$ cat src/rtl/stopwatch_ctrl.sv
// Stopwatch button front-end: two-flop synchronisers, per-button debounce,
// and the run-control FSM that gates the 10 Hz tick, clears and holds the display.
module stopwatch_ctrl #(
  parameter int DB_CYCLES = 2000000,
  parameter int CNT_W     = 21
) (
  input  logic       clk,
  input  logic       rst,
  input  logic       btn_ss,
  input  logic       btn_lap,
  input  logic       tick_in,
  output logic       tick_out,
  output logic       clear,
  output logic       hold,
  output logic [1:0] state
);

  typedef enum logic [1:0] {
    IDLE  = 2'b00,
    RUN   = 2'b01,
    LAP   = 2'b10,
    PAUSE = 2'b11
  } state_t;

  localparam logic [CNT_W-1:0] CNT_MAX = CNT_W'(DB_CYCLES - 1);

  // Bit 0 carries start/stop, bit 1 carries lap/clear.
  logic [1:0]       sync_p0;
  logic [1:0]       sync_p1;
  logic [1:0]       db_p2;
  logic [1:0]       press_p2;
  logic [CNT_W-1:0] cnt_p2 [2];

  state_t st_q;
  state_t st_d;
  logic   hold_d;
  logic   clear_d;
  logic   ev_ss;
  logic   ev_lap;

  // Stage p0/p1: synchroniser; stage p2: debounce and press detection
  always_ff @(posedge clk or negedge rst) begin
    if (!rst) begin
      sync_p0  <= '0;
      sync_p1  <= '0;
      db_p2    <= '0;
      press_p2 <= '0;
      for (int i = 0; i < 2; i++) cnt_p2[i] <= '0;
    end else begin
      sync_p0 <= {btn_lap, btn_ss};
      sync_p1 <= sync_p0;
      for (int i = 0; i < 2; i++) begin
        press_p2[i] <= 1'b0;
        if (sync_p1[i] == db_p2[i]) begin
          cnt_p2[i] <= '0;
        end else if (cnt_p2[i] == CNT_MAX) begin
          db_p2[i]    <= ~db_p2[i];
          cnt_p2[i]   <= '0;
          press_p2[i] <= ~db_p2[i];
        end else begin
          cnt_p2[i] <= cnt_p2[i] + CNT_W'(1);
        end
      end
    end
  end

  // Start/stop takes precedence when both presses land together.
  assign ev_ss  = press_p2[0];
  assign ev_lap = press_p2[1] & ~press_p2[0];

  // Stage p3: run-control state register
  always_ff @(posedge clk or negedge rst) begin
    if (!rst) begin
      st_q  <= IDLE;
      hold  <= 1'b0;
      clear <= 1'b0;
    end else begin
      st_q  <= st_d;
      hold  <= hold_d;
      clear <= clear_d;
    end
  end

  always_comb begin
    st_d = st_q;
    if (ev_ss) begin
      case (st_q)
        IDLE:    st_d = RUN;
        RUN:     st_d = PAUSE;
        LAP:     st_d = PAUSE;
        PAUSE:   st_d = RUN;
        default: st_d = IDLE;
      endcase
    end else if (ev_lap) begin
      case (st_q)
        IDLE:    st_d = IDLE;
        RUN:     st_d = LAP;
        LAP:     st_d = RUN;
        PAUSE:   st_d = IDLE;
        default: st_d = IDLE;
      endcase
    end
  end

  always_comb begin
    hold_d  = (st_d == LAP);
    clear_d = ev_lap && ((st_q == IDLE) || (st_q == PAUSE));
  end

  assign state    = st_q;
  assign tick_out = tick_in & ((st_q == RUN) || (st_q == LAP));

endmodule
$ cat config.mk
export PLATFORM = sky130hd
export DESIGN_NAME = stopwatch_ctrl
export DESIGN_NICKNAME = d
export VERILOG_FILES = /design/src/rtl/stopwatch_ctrl.sv
export SDC_FILE = /design/constraint.sdc
export NUM_CORES = 1
export LEC_CHECK = 0
export ABC_CLOCK_PERIOD_IN_PS = 4800
export CORE_MARGIN = 4
export CORE_UTILIZATION = 55
export CTS_BUF_LIST = sky130_fd_sc_hd__clkbuf_2 sky130_fd_sc_hd__clkbuf_4 sky130_fd_sc_hd__clkbuf_8
export CTS_CLUSTER_DIAMETER = 150
export DETAILED_ROUTE_END_ITERATION = 10
export GPL_ROUTABILITY_DRIVEN = 0
export PLACE_DENSITY = 0.75
export SLEW_MARGIN = 10
export SYNTH_ARGS = -nofsm -noshare
export SYNTH_HDL_FRONTEND = slang
export SYNTH_SLANG_ARGS = --single-unit
export TNS_END_PERCENT = 5
$ cat constraint.sdc
create_clock -name clk -period 4.8 [get_ports clk]
set_input_delay 0.96 -clock clk [delete_from_list [all_inputs] [get_ports clk]]
set_output_delay 0.96 -clock clk [all_outputs]
set_load 0.05 [all_outputs]
Word-level counts from Yosys, hierarchy flattened
Cells that the tools add are included.

Input bits: 5. ROM bits: 0. Bits in writable memories: 0. Output and inout port bits: 5. Logic and storage cells: 47. Memories: 0. Latch bits: 0. Flip-flop bits (word level): 54.

Add/subtract/negate cells: 2. Shift operators: 0. Magnitude comparators: 0. Reductions and logical operators: 8. Divide/modulo/power cells: 0. Bitwise logic cells: 7. Muxes and demuxes: 12. Equal/unequal tests: 8. Multiply operators: 0.

Operators with widths (count): 2-to-1 mux 21 bit (4); adder 21 x 1 -> 21 bit, second input constant (2); == test 21 bit, second input constant (2); == test 2 bit, second input constant (3); one-hot mux 2 bit (3 select lines) (1); inverter 1 bit (5); 2-to-1 mux 1 bit (4); 2-to-1 mux 2 bit (2); one-hot mux 2 bit (2 select lines) (1); AND reduction 2 bit (2); OR reduction 2 bit (2); AND 1 bit (2); == test 1 bit (2); == test 2 x 1 -> 1 bit, second input constant (1); logical NOT 2 bit (1); logical OR 1 bit (2); logical AND 1 bit (1).

Logic depth before layout (Yosys ltp)
Word-level depth: 6. Mapped depth: 6. Gate-level depth less buffers: 6.

Least setup slack after synthesis
Ideal clock, no wire load.

Path kind: reg-to-output. From: reg st_q[0], in the netlist state[0]. To: out tick_out. Arrival time: 1.772 ns. Cell stages (with the launch flop): 4. Buffers on the path: 0. Data required time: 3.840 ns. Setup slack: 2.068 ns. Cell sequence: dfrtp_1 > inv_1 > ha_1 > nor2b_1.

Cells in the longest elaborated chain, start to end: 3. Elaborated cells between the ends (all ways): 4. Those cells by class: 2 x eq/ne; 1 x bitwise; 1 x reduce/logical.

Ends and longest elaborated chain: from (decl) (line 34) `state_t st_q;`; from (signal assigned) (line 78) `st_q <= st_d;`; == test 2 x 1 -> 1 bit / == test 2 bit (equally long branches) (line 111) `assign tick_out = tick_in & ((st_q == RUN) || (st_q == LAP));`; logical OR 1 bit (*) (line 111); AND 1 bit (*) (line 111); to (decl) (line 12) `output logic tick_out,`.

Mark *: on every way between the ends. The rest lies on a longest branch, timed or not.

Final worst setup path
From: in tick_in. To: out tick_out.

Cells in the longest elaborated chain, start to end: 1.

Ends and longest elaborated chain: from (decl) (line 11) `input logic tick_in,`; AND 1 bit (line 111).

Every way passes these cells.

==> metrics.txt <==
# TYPE chip_impl_metric gauge
chip_impl_info{name="status",value="complete, no violations"} 1
chip_impl_metric{name="ctsLongestPathBuffers",unit=""} 2
chip_impl_metric{name="period_share",unit="%"} 68.4
chip_impl_metric{name="detailed_place_hpwl",unit="um"} 3180
chip_impl_metric{name="post_cts_buffers",unit=""} 0
chip_impl_metric{name="setup_viol",unit=""} 0
chip_impl_info{name="timing.setup.critical_path_class",value="in -> out"} 1
chip_impl_metric{name="finalHoldViolations",unit=""} 0
chip_impl_metric{name="floorplan.die.width",unit="um"} 77.3
chip_impl_metric{name="seq_area",unit="mm2"} 0.00135
chip_impl_info{name="crit_path_start",value="tick_in"} 1
chip_impl_metric{name="number_of_antenna_violations_at_the_first_check_in_global_routing",unit=""} 0
chip_impl_metric{name="dieArea",unit="mm2"} 0.00598
chip_impl_metric{name="num_antenna_cells",unit=""} 0
chip_impl_metric{name="largest_net_degree_at_the_start_of_global_routing",unit=""} 55
chip_impl_info{name="largest_area_contributor_in_the_synthesized_netlist",value="sky130_fd_sc_hd__dfrtp_1"} 1
chip_impl_metric{name="report.final.slew_viol_count",unit=""} 0
chip_impl_metric{name="fin_skew",unit="ns"} 0.00778
chip_impl_metric{name="synthesis.area",unit="mm2"} 0.00264
chip_impl_metric{name="total_number_of_yosys_warnings",unit=""} 0
chip_impl_metric{name="timing.setup.tns",unit="ns"} 0
chip_impl_metric{name="post-synth-top-area-fraction",unit="%"} 51.2
chip_impl_metric{name="setup.reg_to_reg.worst_slack",unit="ns"} 2.54
chip_impl_metric{name="dp_worst_setup_slack",unit="ns"} 1.52
chip_impl_metric{name="i_o_pin_count",unit=""} 10
chip_impl_metric{name="coreArea",unit="mm2"} 0.00450
chip_impl_metric{name="die_h",unit="um"} 77.3
chip_impl_metric{name="row_count",unit=""} 24
chip_impl_metric{name="leakage",unit="nW"} 1.13
chip_impl_metric{name="worst-slew-pin-transition",unit="ns"} 1.06
chip_impl_info{name="netlist_top_cells_area",value="sky130_fd_sc_hd__dfrtp_1 51%, sky130_fd_sc_hd__xnor2_1 5.6%, sky130_fd_sc_hd__nor2_1 4.7%, sky130_fd_sc_hd__nand3_1 3.2%, sky130_fd_sc_hd__a21oi_1 3.0%"} 1
chip_impl_metric{name="wirelength",unit="um"} 4510
chip_impl_info{name="dr.max_layer_used",value="met4"} 1
chip_impl_metric{name="detail_route.iter0.violations",unit=""} 118
chip_impl_metric{name="yosysSeqAreaShare",unit="%"} 51.2
chip_impl_metric{name="wl_per_cell",unit="um"} 13.9
chip_impl_metric{name="cts.clk_slew.worst_paths",unit="ns"} 0.08
chip_impl_metric{name="total_of_max_cap_violations",unit=""} 0
chip_impl_metric{name="cts-htree-levels",unit=""} 2
chip_impl_metric{name="number_of_instances_resized_during_post_cts_repair",unit=""} 0
chip_impl_metric{name="route.vias.total",unit=""} 1902
chip_impl_metric{name="firstDrtPassIters",unit=""} 5
chip_impl_metric{name="worst_ir_drop_vdd",unit="mV"} 0.231
chip_impl_info{name="layout_commonest_cell",value="sky130_fd_sc_hd__dfrtp_1"} 1
chip_impl_metric{name="numPortBuffers",unit=""} 9
chip_impl_metric{name="crit_fanout",unit=""} 1
chip_impl_metric{name="met2WireLength",unit="um"} 2020
chip_impl_info{name="worst_r2r_endpoint",value="cnt_p2[7]"} 1
chip_impl_info{name="grt_setup_unrepaired",value="no"} 1
chip_impl_info{name="hold_path_end",value="sync_p1[1]"} 1
chip_impl_metric{name="number_of_global_route_vias_before_repair",unit=""} 1868
chip_impl_metric{name="via_per_instance_ratio",unit=""} 5.87
chip_impl_metric{name="postCtsHoldBufs",unit=""} 0
chip_impl_metric{name="mappedNetlistNets",unit=""} 272
chip_impl_info{name="setup.worst_path.start_class",value="primary input"} 1
chip_impl_metric{name="cts_buffers",unit=""} 5
chip_impl_metric{name="detailed_routing_wirelength_on_met1",unit="um"} 2290
chip_impl_metric{name="area_growth_syn_to_layout",unit="%"} 7.91
chip_impl_info{name="hold_path_origin",value="sync_p0[1]"} 1
chip_impl_metric{name="worst_skew_pair.late_latency",unit="ns"} 0.29
chip_impl_metric{name="worst-r2r-cell-count",unit=""} 4
chip_impl_info{name="worst_setup_path_end_kind",value="output pin"} 1
chip_impl_info{name="cts_tree",value="yes"} 1
chip_impl_metric{name="grt.total_usage",unit="%"} 16.8
chip_impl_metric{name="antenna_viol_nets_final",unit=""} 0
chip_impl_metric{name="cp.required",unit="ns"} 3.84
chip_impl_metric{name="grt_first_pass_wirelength",unit="um"} 8360
chip_impl_metric{name="yosys_register_bits",unit=""} 54
chip_impl_metric{name="num-nets-final",unit=""} 282
chip_impl_metric{name="initial_utilization",unit="%"} 58.6
chip_impl_info{name="rr_startpoint",value="cnt_p2[15]"} 1
chip_impl_metric{name="critical_path_arrival",unit="ns"} 2.32
chip_impl_metric{name="post_synth.cell_area_avg",unit="um2"} 10.0
chip_impl_metric{name="remaining_drc_errors",unit=""} 0
chip_impl_metric{name="share_of_final_layout_standard_cells_stronger_than_drive_strength_1",unit="%"} 6.99
chip_impl_metric{name="post_synth_inst_count",unit=""} 263
chip_impl_metric{name="hold_depth",unit=""} 0
chip_impl_info{name="layout.cells.most_common_list",value="54 x sky130_fd_sc_hd__dfrtp_1, 33 x sky130_fd_sc_hd__nor2_1, 17 x sky130_fd_sc_hd__nand3_1, 17 x sky130_fd_sc_hd__xnor2_1, 16 x sky130_fd_sc_hd__a21oi_1"} 1
chip_impl_metric{name="filler_cells",unit=""} 371
chip_impl_metric{name="post-route-min-period",unit="ns"} 3.28
chip_impl_metric{name="timing.max_slew.rel_slack",unit="%"} 29.2
chip_impl_metric{name="overflow",unit=""} 0
chip_impl_metric{name="wl_met3",unit="um"} 154
chip_impl_metric{name="max_freq",unit="MHz"} 304
chip_impl_info{name="hp-class",value="reg -> reg"} 1
chip_impl_metric{name="multiInputGateArea",unit="mm2"} 0.00121
chip_impl_metric{name="netlist-cell-type-count",unit=""} 36
chip_impl_metric{name="power_density",unit="mW/mm2"} 258
chip_impl_metric{name="clock_sinks",unit=""} 54
chip_impl_metric{name="setup_slack",unit="ns"} 1.52
chip_impl_info{name="cts_root_buf",value="sky130_fd_sc_hd__clkbuf_8"} 1
[registers in the layout (all words and copies together), names as in the netlist]
register / cells
cnt_p2: 42
db_p2: 2
press_p2: 2
state: 2
sync_p0: 2
sync_p1: 2
clear: 1
hold: 1
[power breakdown]
part | leakage, nW | switching (W) | internal (W)
registers | 0.740 | 0.00000597 | 0.000460
clock network | 0.0431 | 0.000130 | 0.000112
logic | 0.342 | 0.0000198 | 0.00000928
[synthesized netlist by cell type, drive strengths merged]
cell      n
or4b      2
nand4bb   2
a31o      1
dfrtp    54
o211ai    1
buf       4
nand2    15
xnor2    17
xor2      8
a21oi    16
nor3      7
and4      2
inv      14
o211a     1
o21ai     7
clkbuf    3
or3       7
nand4    10
or2       2
ha        4
nand3    18
mux2      2
and3      3
o41ai     2
nor4bb    2
nand2b    1
nor4      7
nor2b     3
or4       8
o31ai     7
nor2     33
[layout make-up]
cell class / count / share of cell area [%]
multi-input cells: 188 / 42.3
inverters: 14 / 1.84
flip-flops and latches: 54 / 47.4
well taps: 52 / 2.28
repair buffers: 10 / 3.25
clock buffers: 6 / 2.90
[worst max-delay path, cell delays in order]
cell and delay, ns:
sky130_fd_sc_hd__clkdlybuf4s50_1 0.45, sky130_fd_sc_hd__nor2b_1 0.11, sky130_fd_sc_hd__clkdlybuf4s50_1 0.80
[per-layer routing]
layer  track usage [%]  vias to the layer above
met1              23.8                      913
met2              26.2                       30
met5                 0                        -
met4              6.05                        0
li1                  -                      954
met3              2.69                        5
[through the flow]
stage	power, W	hold WS (ns)	util, %	area [um2]	instances
4_1_cts	0.000749	0.357	63.3	2850	324
5_1_grt	0.000773	0.359	63.3	2850	324
3_3_place_gp	0.000504	0.333	61.4	2770	318
6_report	0.000737	0.357	63.3	2850	324
3_5_place_dp	0.000505	0.337	61.4	2770	318
2_1_floorplan	0.000489	0.331	-	2640	263
[worst max path at each step]
stage | endpoint | slack (ns) | cells after the start
after global placement | tick_out | 1.51 | 3
after CTS | tick_out | 1.51 | 3
after detailed placement | tick_out | 1.52 | 3
after global routing | tick_out | 1.48 | 3
after floorplan | tick_out | 2.07 | 3
final | tick_out | 1.52 | 3
[cell families after synthesis]
logic type / share of synthesized area (%)
XOR/XNOR: 8.29
AND/OR/NAND/NOR: 25.4
flip-flops: 51.2
multiplexers: 0.853
buffers and inverters: 3.17
adder cells (fa/ha/maj): 1.89
AO/OA/AOI/OAI: 9.24
Power figures use the tool's default switching activity.
